### config.mk
export PLATFORM = sky130hd
export DESIGN_NAME = puf_resp_engine
export DESIGN_NICKNAME = d
export VERILOG_FILES = /design/src/rtl/puf_resp_engine.sv
export SDC_FILE = /design/constraint.sdc
export NUM_CORES = 1
export LEC_CHECK = 0
export CORE_MARGIN = 10
export CORE_UTILIZATION = 39
export CTS_CLUSTER_SIZE = 30
export DETAILED_ROUTE_END_ITERATION = 12
export PLACE_DENSITY = 0.77
export SYNTH_ARGS = -nofsm -noshare
export SYNTH_HDL_FRONTEND = slang
export SYNTH_SLANG_ARGS = --single-unit
### constraint.sdc
create_clock -name clk -period 2.55 [get_ports clk]
set_input_delay 0.765 -clock clk [delete_from_list [all_inputs] [get_ports clk]]
set_output_delay 0.765 -clock clk [all_outputs]
set_load 0.005 [all_outputs]
### src/rtl/puf_resp_engine.sv
`default_nettype none
`timescale 1ns/1ps
// ============================================================================
// Module      : puf_resp_engine
// Description : Drives one challenge to a bank of arbiter PUF chains, fires the
//               race VOTE_CNT times (relax/fire half-phases of SETTLE_CYC
//               cycles each), majority-votes every chain and reports the voted
//               bits, per-chain stability and a saturating instability count.
// Revision    : 1.0 - initial release
// ============================================================================
module puf_resp_engine #(
  parameter int CHAL_W     = 128,
  parameter int N_CHAINS   = 4,
  parameter int VOTE_CNT   = 5,
  parameter int SETTLE_CYC = 4
) (
  input  logic                clk,
  input  logic                rst_n,
  input  logic                chal_valid,
  output logic                chal_ready,
  input  logic [CHAL_W-1:0]   chal_in,
  output logic [CHAL_W-1:0]   puf_chal,
  output logic                puf_launch,
  input  logic [N_CHAINS-1:0] puf_resp,
  output logic                resp_valid,
  input  logic                resp_ready,
  output logic [N_CHAINS-1:0] resp_bits,
  output logic [N_CHAINS-1:0] resp_stable,
  output logic [15:0]         unstable_total,
  output logic                busy
);

  localparam int CW = $clog2(VOTE_CNT + 1);
  localparam int PW = (SETTLE_CYC > 1) ? $clog2(SETTLE_CYC) : 1;
  localparam logic [PW-1:0] PHASE_LAST = PW'(SETTLE_CYC - 1);
  localparam logic [CW-1:0] TRIAL_LAST = CW'(VOTE_CNT - 1);
  localparam logic [CW-1:0] VOTE_MAX   = CW'(VOTE_CNT);
  localparam logic [CW-1:0] VOTE_HALF  = CW'(VOTE_CNT / 2);

  // Parameter sanity: an even trial count has no majority, zero-length phases
  // would never let the arbiters settle.
  if ((VOTE_CNT < 1) || ((VOTE_CNT % 2) == 0)) begin : g_bad_vote_cnt
    $error("puf_resp_engine: VOTE_CNT must be odd and >= 1");
  end
  if (SETTLE_CYC < 1) begin : g_bad_settle_cyc
    $error("puf_resp_engine: SETTLE_CYC must be >= 1");
  end

  typedef enum logic [1:0] {
    S_IDLE  = 2'd0,
    S_RELAX = 2'd1,
    S_FIRE  = 2'd2,
    S_DONE  = 2'd3
  } state_t;

  state_t          state;
  logic [PW-1:0]   phase;
  logic [CW-1:0]   trial;
  logic [CW-1:0]   ones_cnt [N_CHAINS];

  logic [N_CHAINS-1:0] vote_bits;
  logic [N_CHAINS-1:0] vote_stable;
  logic [15:0]         unstable_cnt;
  logic [16:0]         total_sum;
  logic [15:0]         total_next;

  // Majority vote, stability flags and saturating update of the unstable count.
  always_comb begin
    vote_bits    = '0;
    vote_stable  = '0;
    unstable_cnt = '0;
    for (int i = 0; i < N_CHAINS; i++) begin
      vote_bits[i]   = (ones_cnt[i] > VOTE_HALF);
      vote_stable[i] = (ones_cnt[i] == '0) || (ones_cnt[i] == VOTE_MAX);
      unstable_cnt   = unstable_cnt + {15'd0, ~vote_stable[i]};
    end
    total_sum  = {1'b0, unstable_total} + {1'b0, unstable_cnt};
    total_next = total_sum[16] ? 16'hFFFF : total_sum[15:0];
  end

  // Control FSM; every output is registered so puf_launch cannot glitch.
  always_ff @(posedge clk or negedge rst_n) begin
    if (!rst_n) begin
      state          <= S_IDLE;
      chal_ready     <= 1'b1;
      puf_chal       <= '0;
      puf_launch     <= 1'b0;
      resp_valid     <= 1'b0;
      resp_bits      <= '0;
      resp_stable    <= '0;
      unstable_total <= '0;
      busy           <= 1'b0;
      phase          <= '0;
      trial          <= '0;
      for (int i = 0; i < N_CHAINS; i++) ones_cnt[i] <= '0;
    end else begin
      case (state)
        S_IDLE: begin
          if (chal_valid && chal_ready) begin
            puf_chal   <= chal_in;
            phase      <= '0;
            trial      <= '0;
            for (int i = 0; i < N_CHAINS; i++) ones_cnt[i] <= '0;
            chal_ready <= 1'b0;
            busy       <= 1'b1;
            state      <= S_RELAX;
          end else begin
            // Re-opens the input one cycle after a result handshake.
            chal_ready <= 1'b1;
          end
        end
        S_RELAX: begin
          if (phase == PHASE_LAST) begin
            phase      <= '0;
            puf_launch <= 1'b1;
            state      <= S_FIRE;
          end else begin
            phase <= phase + PW'(1);
          end
        end
        S_FIRE: begin
          if (phase == PHASE_LAST) begin
            for (int i = 0; i < N_CHAINS; i++)
              ones_cnt[i] <= ones_cnt[i] + CW'(puf_resp[i]);
            phase      <= '0;
            puf_launch <= 1'b0;
            trial      <= trial + CW'(1);
            state      <= (trial == TRIAL_LAST) ? S_DONE : S_RELAX;
          end else begin
            phase <= phase + PW'(1);
          end
        end
        S_DONE: begin
          // First DONE cycle publishes the result (once); later cycles wait.
          if (!resp_valid) begin
            resp_valid     <= 1'b1;
            resp_bits      <= vote_bits;
            resp_stable    <= vote_stable;
            unstable_total <= total_next;
          end else if (resp_ready) begin
            resp_valid <= 1'b0;
            busy       <= 1'b0;
            state      <= S_IDLE;
          end
        end
        default: state <= S_IDLE;
      endcase
    end
  end

endmodule
`default_nettype wire

# Word-level counts from Yosys, hierarchy flattened
# Index checks and enable logic that the tools add are counted.
# W data, S select, Z words.
[op_classes]
reduce_logical = 22
addsub = 10
magnitude_cmp = 4
n_eq_ne = 14
mux = 27
bitwise_logic = 5
[op_table]
columns = ["cell", "n"]
rows = [
  ["$mux W12", 2],
  ["$pmux W12 S2", 1],
  ["$add A16 B4 Y17", 1],
  ["$mux W16", 1],
  ["$mux W2", 8],
  ["$eq A3 B3 Y1 const B", 5],
  ["$add A3 B1 Y3", 4],
  ["$gt A3 B2 Y1 const B", 4],
  ["$logic_not A3 Y1", 4],
  ["$ne A2 B2 Y1 const B", 5],
  ["$mux W1", 8],
  ["$pmux W2 S4", 1],
  ["$reduce_bool A2 Y1", 4],
  ["$eq A2 B2 Y1 const B", 3],
  ["$mux W3", 2],
  ["$pmux W3 S2", 1],
  ["$reduce_and A2 Y1", 3],
  ["$reduce_and A3 Y1", 2],
  ["$not A1 Y1", 5],
  ["$reduce_and A5 Y1", 1],
  ["$add A3 B1 Y4", 1],
  ["$logic_or A1 B1 Y1", 4],
  ["$pmux W1 S2", 2],
  ["$pmux W2 S2", 1],
  ["9 further kinds", 9],
]
[word_totals]
regBits = 175
inputBits = 136

# Logic depth before layout (Yosys ltp)
[logic_depth]
depth_word = 8
depth_mapped = 11

# Worst setup path before layout
# Ideal clock, no wire load.
[synth_path]
kind = "reg-to-reg"
from = "register ones_cnt[11] (netlist name)"
to = "register unstable_total[13]"
setup_time_ns = 0.126
slack_ns = -0.186
stages_incl_launch_ff = 12
required_ns = 2.424
synth_period_minus_slack_ns = 2.736
t_arrival_ns = 2.611
path_cell_list = "dfrtp_1 xor2_1 nor2_1 fa_1 inv_1 fa_1 fa_1 nand4b_1 nor2_1 nand3_1 buf_2 o21ai_1"
[synth_between]
elab_chain_len = 8
elab_cells_between_ends = 9
classes_between = "4 x add/sub; 1 x eq/ne; 1 x mux; 1 x bitwise; 2 x reduce/logical"
[synth_rtl]
columns = ["element", "line", "rtl"]
rows = [
  ["start: declaration", "59", "logic [CW-1:0] ones_cnt [N_CHAINS];"],
  ["start signal: indexed assignment", "124", "ones_cnt[i] <= ones_cnt[i] + CW'(puf_resp[i]);"],
  ["$eq A3 B3 Y1 / $logic_not A3 Y1 (equally long branches)", "74", "vote_stable[i] = (ones_cnt[i] == '0) || (ones_cnt[i] == VOTE_MAX);"],
  ["$logic_or A1 B1 Y1 *", "74", ""],
  ["via vote_stable[0]", "62", "logic [N_CHAINS-1:0] vote_stable;"],
  ["$not A1 Y1 *", "75", "unstable_cnt = unstable_cnt + {15'd0, ~vote_stable[i]};"],
  ["$add A1 B1 Y2 *", "75", ""],
  ["$add A2 B1 Y3 *", "75", ""],
  ["$add A3 B1 Y4 *", "75", ""],
  ["$add A16 B4 Y17 *", "77", "total_sum = {1'b0, unstable_total} + {1'b0, unstable_cnt};"],
  ["$mux W16 *", "78", "total_next = total_sum[16] ? 16'hFFFF : total_sum[15:0];"],
  ["end signal: assignment", "139", "unstable_total <= total_next;"],
  ["end: declaration", "29", "output logic [15:0] unstable_total,"],
]
# Mark *: on every way through the listed nets, which the timed path passes. The rest lies on a longest branch.
# A chain may end at the register's enable or synchronous reset.

# Worst setup path after layout
[layout_path]
from = "register ones_cnt[11] (netlist name)"
to = "register unstable_total[10]"
# Same word-level chain as after synthesis.

==> results.md <==
* Placed Cells at 1022
* Crit Path Category: reg -> reg
* Worst-Margin Slew at 495.6 ps
* Avg Vias per Cell at 4.934
* Count leader, synth: dfrtp_1
* Worst hold path class: in -> async
* Leakage at 5.072 nW
* Post-Layout Cell Count at 1060
* Final Wtd Congestion at 0.8894
* Synth top area share at 0.6085
* Full die area at 0.02417 mm²
* Slew headroom at 0.6696
* Power Dens Cells at 1143 mW/mm²
* Final hold violations at 0
* Ys async rst share at 1.000
* Initial antenna violation count at 4
* DRC viols at 0
* Top cells by count, synth: 174 x dfrtp_1, 88 x mux2_1, 43 x mux2_2
* Total GRT Usage at 0.1833
* Core area at 0.01802 mm²
* Setup ws final at -137.4 ps
* Post-Route Skew at 8.872 ps
* FF-to-FF Start: ones_cnt[11]
* Most area-consuming cells after synthesis: dfrtp_1 61%, mux2_1 14%, mux2_2 6.8%, ha_1 3.0%, xnor2_1 1.3%
* Status: finished with violations
* Worst VDD drop at 999.8 µV
* M2 GR Usage at 0.3200
* CTS clk-pin slew, worst paths at 70 ps
* DR vias at 5230
* Endpoints failing setup at 15
* Yosys cell types at 48
* #FFs+latches synth at 175
* Routed len/inst at 21.44 µm
* RSZ-0062 raised after global routing: yes
* Yosys warns at 0
* Setup crit start: ones_cnt[11]
* CP Data Required Time at 2860 ps
* Ys flop type: dfrtp_1
* Initial DRC count at 202
* Arrival @ worst endpoint at 3000 ps
* Die height at 155.5 µm
* M1 GR Usage at 0.2108
* Worst skew pair latency at 420 ps
* Routed wire length at 22730 µm
* Post-route cell area at 0.01121 mm²
* Vias in the first global route at 5639
* Endpoint type of the worst setup path: flop
* Initial Utilization at 0.3970
* EDFF count, synth at 0
* Syn Area/Cell at 14.46 µm²
* Row count at 49
* Share of cells above drive strength 1 at 0.1460
* Critical path launch point type: flop
* Htree depth at 4
* Dpl hpwl at 17980 µm
* Number of max-cap violations at 0
* Placed Area at 0.01054 mm²
* Post-synthesis net count at 651
* Crit-path max FO at 4
* Post-synthesis sequential area ratio at 0.6122
* Die X at 155.5 µm
* TritonCTS Buffers at 17
* Mapped cell area at 0.007156 mm²
* DRT antenna net count at 0
* CTS root buf: clkbuf_16
* Largest net degree at the start of global routing at 56
* Clock sinks at 175
* Met3 Use GR at 0.06259
* Area added between synthesis and finish at 56.60%
* DR pass1 iterations at 4
* Top Ports at 292
* Post-place setup slack at -206.7 ps
* Final min period at 2687 ps
* # port buffers at 291
* Yosys top cell by area: dfrtp_1
* Global route total overflow at 0
* Post-route setup TNS at -1338 ps
* Max clock buf depth at 2
* Busiest grt layer: met2
* Fin crit share at 1.054
* Syn Inst Count at 495
* First-pass GRT wire length at 34310 µm
* Failing checks: setup timing
* Slew Limit Fails at 0
* Fmax at 372.1 MHz
* TritonCTS clock tree: built
* Nets at 973
* Hold WS at 285.0 ps
==> sequential cells by signal (all words and copies together), names as in the netlist <==
signal / flops
puf_chal: 128
unstable_total: 16
trial: 3
busy: 1
resp_bits: 4
resp_valid: 1
phase: 2
resp_stable: 4
chal_ready: 1
ones_cnt: 12
puf_launch: 1
state: 2
==> cells in the final DEF (no fill, tap or decap), types with 2 or more instances in the layout <==
cell type          n
clkdlybuf4s50_1  290
dfrtp_1          174
mux2_1            88
mux2_2            43
buf_4             24
nand2_1           23
nor2_1            17
ha_1              17
clkbuf_16         17
a21oi_1           13
xnor2_1           11
inv_1             10
a22o_1             9
xor2_1             8
nand3_1            6
o21ai_0            5
buf_12             5
nand2b_1           4
nor3_1             4
clkinv_4           4
and3_1             3
nand4_1            3
o21ai_1            3
clkinvlp_4         3
bufinv_16          3
diode_2            2
a21bo_2            2
nand3_2            2
nor4_2             2
nor4_1             2
fa_2               2
buf_6              2
==> layer usage <==
layer	vias up	share of wire
li1	2394	-
met1	2604	0.40
met2	201	0.51
met3	27	0.071
met4	4	0.015
met5	-	0.0013
==> worst max-delay path, stage by stage, from the launching register on <==
cell and delay [ps]:
dfrtp_1 400, xor2_1 210, nor2_2 80, fa_1 510, inv_1 60, fa_2 350, fa_2 370, nand4b_1 160
buf_4 160, nor3_1 60, xnor2_1 150, nand2_1 70
==> what timing repair did <==
action,4_1_cts,5_1_grt
endpoints found under the setup margin,16,16
setup buffers,2,3
resized for setup,3,3
hold buffers,0,0
pin swaps,5,3
==> through the flow <==
step | util | total power, mW
floorplan | - | 6.769
global placement | 0.5845 | 9.856
detailed placement | 0.5845 | 10.12
CTS | 0.6197 | 12.84
global route | 0.6214 | 13.56
finish | 0.6217 | 12.80
==> kinds of logic after synthesis <==
group,synth area share
simple gates,0.05683
buf+inv,0.01766
fa+ha+maj,0.03812
mux,0.2097
xor+xnor,0.02326
flops,0.6122
compound gates,0.04232
==> path summary, 6_finish.rpt <==
check                                endpoint  depth (start not counted)  slack [ps]
hold / removal              unstable_total[9]                          1         290
setup / recovery           unstable_total[10]                         11        -140
setup reg to reg           unstable_total[10]                         11        -140
min in group clk                puf_chal[112]                          1         490
hold reg to reg                 puf_chal[112]                          1         490
max in group asynchronous          chal_ready                          2        1540
==> final cells by class <==
type	count	area (µm²)
inverter	10	37.54
multi-input combinational	292	2686
timing repair buffer	321	3206
fill	1349	6819
clock inverter	12	161.4
clock buffer	19	442.9
sequential	175	4380
antenna	2	5.005
tap	229	286.5
==> report_power, final <==
part / internal, mW / leakage, nW / switching (mW)
Sequential: 3.90 / 2.24 / 0.667
Clock: 1.57 / 0.286 / 1.10
Combinational: 3.39 / 2.54 / 2.17
Total: 8.86 / 5.07 / 3.94
(Power assumes the default switching activity.)
